==> src/rtl/addsub_pkg.sv <==
// Shared definitions for the serial adder/subtractor: FSM states, mode encodings
// and saturation limits used when ADDSUB_SAT_EN is defined.
package addsub_pkg;

  typedef enum logic [1:0] {
    StIdle,
    StCalc,
    StDone
  } state_e;

  localparam logic MODE_ADD = 1'b0;
  localparam logic MODE_SUB = 1'b1;

  // Largest positive two's-complement value of the given width (width <= 64).
  function automatic logic [63:0] sat_max(input int unsigned width);
    return (64'd1 << (width - 1)) - 64'd1;
  endfunction

  // Most negative two's-complement value of the given width (width <= 64).
  function automatic logic [63:0] sat_min(input int unsigned width);
    return 64'd1 << (width - 1);
  endfunction

endpackage

==> src/rtl/addsub_digit.sv <==
// Combinational DIGIT-bit ripple slice. c_msb is the carry into the slice's top
// bit, needed to form signed overflow on the most significant digit.
module addsub_digit #(
  parameter int unsigned DIGIT = 4
) (
  input  logic [DIGIT-1:0] a_d,
  input  logic [DIGIT-1:0] b_d,
  input  logic             cin,
  output logic [DIGIT-1:0] s_d,
  output logic             cout_d,
  output logic             c_msb
);

  // Slice sum; the carry into the top bit is recovered from its sum bit.
  always_comb begin
    {cout_d, s_d} = {1'b0, a_d} + {1'b0, b_d} + {{DIGIT{1'b0}}, cin};
    c_msb         = a_d[DIGIT-1] ^ b_d[DIGIT-1] ^ s_d[DIGIT-1];
  end

endmodule

==> src/rtl/serial_sub_adder.sv <==
// Multi-cycle signed adder/subtractor: one DIGIT-bit slice iterated WIDTH/DIGIT
// times, valid/ready on both sides. Define ADDSUB_SAT_EN to saturate the sum
// on signed overflow (cout/of stay raw).
module serial_sub_adder
  import addsub_pkg::*;
#(
  parameter int unsigned WIDTH = 16,
  parameter int unsigned DIGIT = 4
) (
  input  logic             clk,
  input  logic             rst_n,
  input  logic             in_valid,
  output logic             in_ready,
  input  logic [WIDTH-1:0] a,
  input  logic [WIDTH-1:0] b,
  input  logic             mode,
  output logic             out_valid,
  input  logic             out_ready,
  output logic [WIDTH-1:0] sum,
  output logic             cout,
  output logic             of
);

  localparam int unsigned N     = WIDTH / DIGIT;
  localparam int unsigned CNT_W = (N > 1) ? $clog2(N) : 1;

  state_e state_q, state_d;

  // Operands shift right one digit per CALC cycle; b_q holds b already inverted for subtract.
  logic [WIDTH-1:0] a_q, b_q, sum_q;
  logic             carry_q, cout_q, of_q;
  logic [CNT_W-1:0] cnt_q;

  logic [DIGIT-1:0] dig_sum;
  logic             dig_cout, dig_cmsb;
  logic             last_digit, of_raw;
  logic [WIDTH-1:0] sum_raw, sum_fin;

  addsub_digit #(
    .DIGIT(DIGIT)
  ) u_digit (
    .a_d   (a_q[DIGIT-1:0]),
    .b_d   (b_q[DIGIT-1:0]),
    .cin   (carry_q),
    .s_d   (dig_sum),
    .cout_d(dig_cout),
    .c_msb (dig_cmsb)
  );

  assign last_digit = (cnt_q == CNT_W'(N - 1));
  // Result digits enter from the top so the full word is aligned after N shifts.
  assign sum_raw    = {dig_sum, sum_q[WIDTH-1:DIGIT]};
  assign of_raw     = dig_cmsb ^ dig_cout;

`ifdef ADDSUB_SAT_EN
  localparam logic [WIDTH-1:0] SatMax = WIDTH'(sat_max(WIDTH));
  localparam logic [WIDTH-1:0] SatMin = WIDTH'(sat_min(WIDTH));
  // On overflow the raw sign is inverted: raw negative means positive overflow.
  assign sum_fin = of_raw ? (sum_raw[WIDTH-1] ? SatMax : SatMin) : sum_raw;
`else
  assign sum_fin = sum_raw;
`endif

  // State register.
  always_ff @(posedge clk or negedge rst_n) begin
    if (!rst_n) begin
      state_q <= StIdle;
    end else begin
      state_q <= state_d;
    end
  end

  // Next-state and handshake decode.
  always_comb begin
    state_d   = state_q;
    in_ready  = 1'b0;
    out_valid = 1'b0;
    unique case (state_q)
      StIdle: begin
        in_ready = 1'b1;
        if (in_valid) state_d = StCalc;
      end
      StCalc: begin
        if (last_digit) state_d = StDone;
      end
      StDone: begin
        out_valid = 1'b1;
        if (out_ready) state_d = StIdle;
      end
      default: state_d = StIdle;
    endcase
  end

  // Operand capture, digit iteration and result register.
  always_ff @(posedge clk or negedge rst_n) begin
    if (!rst_n) begin
      a_q     <= '0;
      b_q     <= '0;
      sum_q   <= '0;
      carry_q <= 1'b0;
      cout_q  <= 1'b0;
      of_q    <= 1'b0;
      cnt_q   <= '0;
    end else begin
      unique case (state_q)
        StIdle: begin
          if (in_valid) begin
            a_q     <= a;
            b_q     <= b ^ {WIDTH{mode}};
            carry_q <= mode;
            cnt_q   <= '0;
          end
        end
        StCalc: begin
          a_q     <= a_q >> DIGIT;
          b_q     <= b_q >> DIGIT;
          carry_q <= dig_cout;
          if (last_digit) begin
            sum_q  <= sum_fin;
            cout_q <= dig_cout;
            of_q   <= of_raw;
            cnt_q  <= '0;
          end else begin
            sum_q <= sum_raw;
            cnt_q <= cnt_q + CNT_W'(1);
          end
        end
        default: ;
      endcase
    end
  end

  assign sum  = sum_q;
  assign cout = cout_q;
  assign of   = of_q;

endmodule
==> config.mk <==
export PLATFORM = sky130hd
export DESIGN_NAME = serial_sub_adder
export DESIGN_NICKNAME = d
export VERILOG_FILES = /design/src/rtl/addsub_pkg.sv /design/src/rtl/addsub_digit.sv /design/src/rtl/serial_sub_adder.sv
export SDC_FILE = /design/constraint.sdc
export NUM_CORES = 1
export LEC_CHECK = 0
export BUFFER_PORTS_ARGS = -buffer_cell sky130_fd_sc_hd__buf_2
export CAP_MARGIN = 10
export CORE_MARGIN = 2
export CORE_UTILIZATION = 29
export CTS_CLUSTER_SIZE = 16
export DETAILED_ROUTE_END_ITERATION = 10
export GPL_TIMING_DRIVEN = 0
export PLACE_DENSITY = 0.51
export SYNTH_ARGS = -nofsm -noshare
export SYNTH_HDL_FRONTEND = slang
export SYNTH_HIERARCHICAL = 1
export SYNTH_SLANG_ARGS = --single-unit
==> constraint.sdc <==
create_clock -name clk -period 2.1 [get_ports clk]
set_clock_uncertainty 0.15 [all_clocks]
set_input_delay 0.105 -clock clk [delete_from_list [all_inputs] [get_ports clk]]
set_output_delay 0.105 -clock clk [all_outputs]
set_load 0.005 [all_outputs]
==> insert_results.sql <==
INSERT INTO impl_metrics (metric_group, metric, value, unit) VALUES
('outcome', 'status', 'finished, final reports clean', ''),
('worst_setup_path', 'r2r-start', 'a_q[0]$_DFFE_PN0P_', ''),
('worst_setup_path', 'timing.setup.critical_path_class', 'flop to flop', ''),
('cts', 'h-tree-depth', '2', ''),
('grt', 'use_met1', '17.8', '%'),
('cts', 'cts_root_buffer', 'clkbuf_8', ''),
('cts', 'clock_tree.buffer_depth', '2', ''),
('cts', 'clkLatencyLatePin', '0.32', 'ns'),
('final_layout', 'nNetsFinal', '410', ''),
('grt', 'grt_max_degree', '39', ''),
('power', 'power.density_cell_area', '1260', 'nW/µm²'),
('final_layout', 'multi_input_area', '1130', 'µm²'),
('worst_setup_path', 'worstPathRequired', '2.14', 'ns'),
('min_path', 'hold_startpoint', 'in_valid', ''),
('timing', 'fin_crit', '1.99', 'ns'),
('grt', 'first_global_vias', '2208', ''),
('worst_setup_path', 'cp.arrival', '2.03', 'ns'),
('final_layout', 'mostFrequentLayoutCells', 'nand2_1 (84), buf_2 (64), dfrtp_1 (55)', ''),
('flow_run', 'maxCapViolCount', '0', ''),
('yosys', 'postSynthCellCount', '270', ''),
('worst_setup_path', 'reg2reg_depth', '8', ''),
('timing', 'rsz0062_at_grt', 'no', ''),
('yosys', 'syn-cell-area', '2650', 'µm²'),
('final_layout', 'filler_cell_count', '883', ''),
('die', 'rows', '34', ''),
('placed_design', 'globalplace.congestion', '0.747', ''),
('min_path', 'min-delay-path-class', 'input pin to flop', ''),
('yosys', 'postSynth.asyncResetShare', '100', '%'),
('yosys', 'edff_count_synth', '0', ''),
('yosys', 'syn_nets', '313', ''),
('drt', 'via_count', '2234', ''),
('timing', 'post-route-period-util', '94.8', '%'),
('yosys', 'netlist.area_leader.share', '52.0', '%'),
('drt', 'routed_via_density', '4.70', ''),
('die', 'design.core.area', '8810', 'µm²'),
('die', 'dieArea', '9910', 'µm²'),
('grt', 'globalRouteMet3Util', '2.67', '%'),
('final_layout', 'ff_latch_area', '1380', 'µm²'),
('min_path', 'hold-path-cell-count', '4', ''),
('worst_setup_path', 'most_frequent_cell_on_the_critical_path', 'o21ai_0', ''),
('timing', 'report.final.setup_viol', '0', ''),
('die', 'io_pins', '57', ''),
('cts', 'clk_pin_slew', '0.10', 'ns'),
('final_layout', 'n_antenna_cell', '0', ''),
('drt', 'finalWirelength', '6.41', 'mm'),
('timing', 'final-max-slew-violation-count', '0', ''),
('yosys', 'average_instance_area_after_synthesis', '9.81', 'µm²'),
('worst_setup_path', 'worst-path-max-fanout', '3', ''),
('yosys', 'netlist_top_cells_area', 'dfrtp_1 (52%), nand2_1 (12%), xnor2_1 (6.0%)', ''),
('timing', 'tns', '0', 'ns'),
('die', 'die_h', '99.6', 'µm'),
('timing', 'worstMarginPinSlew', '0.452', 'ns'),
('grt', 'grt_antenna_before_repair', '0', ''),
('worst_setup_path', 'ff2ff_setup_slack', '0.11', 'ns'),
('power', 'power.static_leakage', '1.68', 'nW'),
('timing', 'achievable_freq', '502', 'MHz'),
('worst_setup_path', 'worst_path_largest_cell_delay', '0.42', 'ns'),
('drt', 'dr.first_iter.drc_count', '75', ''),
('grt', 'track_usage', '13.6', '%'),
('drt', 'route.detailed.wl_per_inst', '13.5', 'µm'),
('grt', 'gr-max-usage-layer', 'met2', ''),
('worst_setup_path', 'worst_r2r_endpoint', 'of$_DFFE_PN0P_', ''),
('cts', 'cts_buffers', '5', ''),
('power', 'finalPower', '4.44', 'mW'),
('min_path', 'worstHoldEndpoint', 'a_q[2]$_DFFE_PN0P_', ''),
('grt', 'grt_overflow_total', '0', ''),
('worst_setup_path', 'worstSetupStartpointType', 'flop', ''),
('placed_design', 'hpwlAfterDp', '4.50', 'mm'),
('grt', 'grt_first_pass_wirelength', '10.7', 'mm'),
('worst_setup_path', 'setup.worst_path.end_class', 'flop', ''),
('die', 'die-width', '99.6', 'µm');
[critical path, delay by kind of cell (launching register included)]
kind | cells | cell delay, ns
flip-flops | 1 | 0.42
XOR/XNOR | 1 | 0.18
adder cells (fa/ha/maj) | 2 | 0.60
AO/OA/AOI/OAI | 2 | 0.25
AND/OR/NAND/NOR | 2 | 0.19
buffers and inverters | 1 | 0.08
[report_power, final]
part	switching [mW]	total, mW	internal, mW
clock network	0.357	0.706	0.349
registers	0.295	1.79	1.50
logic	1.08	1.94	0.868
total	1.73	4.44	2.71
[per-stage QoR]
step | worst slack (ns) | utilization [%] | std cells | cell area [µm²]
after floorplan | 0.220 | - | 270 | 2650
after global placement | 0.0707 | 34.7 | 432 | 3050
after detailed placement | 0.0412 | 34.9 | 433 | 3070
after CTS | 0.0126 | 40.0 | 474 | 3520
after global routing | 0.0276 | 40.1 | 475 | 3530
final | 0.108 | 40.1 | 475 | 3530
[worst max path at each step]
stage | from | end | slack (ns) | depth (start not counted)
finish | a_q[0]$_DFFE_PN0P_ | of$_DFFE_PN0P_ | 0.11 | 8
global route | a_q[0]$_DFFE_PN0P_ | carry_q$_DFFE_PN0P_ | 0.03 | 8
CTS | a_q[0]$_DFFE_PN0P_ | of$_DFFE_PN0P_ | 0.01 | 8
detailed placement | a_q[0]$_DFFE_PN0P_ | of$_DFFE_PN0P_ | 0.04 | 8
global placement | a_q[0]$_DFFE_PN0P_ | of$_DFFE_PN0P_ | 0.07 | 8
floorplan | a_q[0]$_DFFE_PN0P_ | cout$_DFFE_PN0P_ | 0.22 | 7
[area by class of cell]
class                      count  share of cell area (%)
buffer                        18                    3.44
clock buffer                   5                    1.95
clock inverter                 2                    1.06
inverter                       6                   0.638
multi-input combinational    191                    32.0
sequential                    55                    39.0
tap                          108                    3.83
timing repair buffer          90                    18.1
[cells in the mapped netlist (2+ instances only)]
master	instances
nand2b_1	3
nand2_1	84
fa_1	2
buf_4	2
o21ai_1	4
inv_1	6
a22o_1	5
o211ai_1	4
a22oi_1	17
dfrtp_1	55
o221ai_1	8
buf_2	10
xnor2_1	18
nor2b_1	9
ha_1	4
buf_6	4
nor2_1	2
a21oi_1	7
o21ai_0	17
[sequential cells by signal, summed over array words and instances, names as in the netlist]
name and count:
carry_q 1, state_q 2, cout 1, of 1
sum 16, cnt_q 2, a_q 16, b_q 16
[logic make-up after synthesis]
family	share of synthesized area, %
buf+inv	5.43
compound gates	16.5
simple gates	15.9
xor+xnor	6.29
flops	52.0
mux	0.425
fa+ha+maj	3.40
[routing by layer]
metal  up-vias  part of all wire, %
met3        10                  4.2
met5         -                    0
met4         0                  1.7
li1       1107                    -
met2        66                   47
met1      1051                   47
[timing repair]
action	4_1_cts	5_1_grt
setup buffers	0	1
gates resized for setup	0	1
setup endpoints to repair	0	3
hold buffers	34	0
endpoints found under the hold margin	88	0
(Power assumes the default switching activity.)
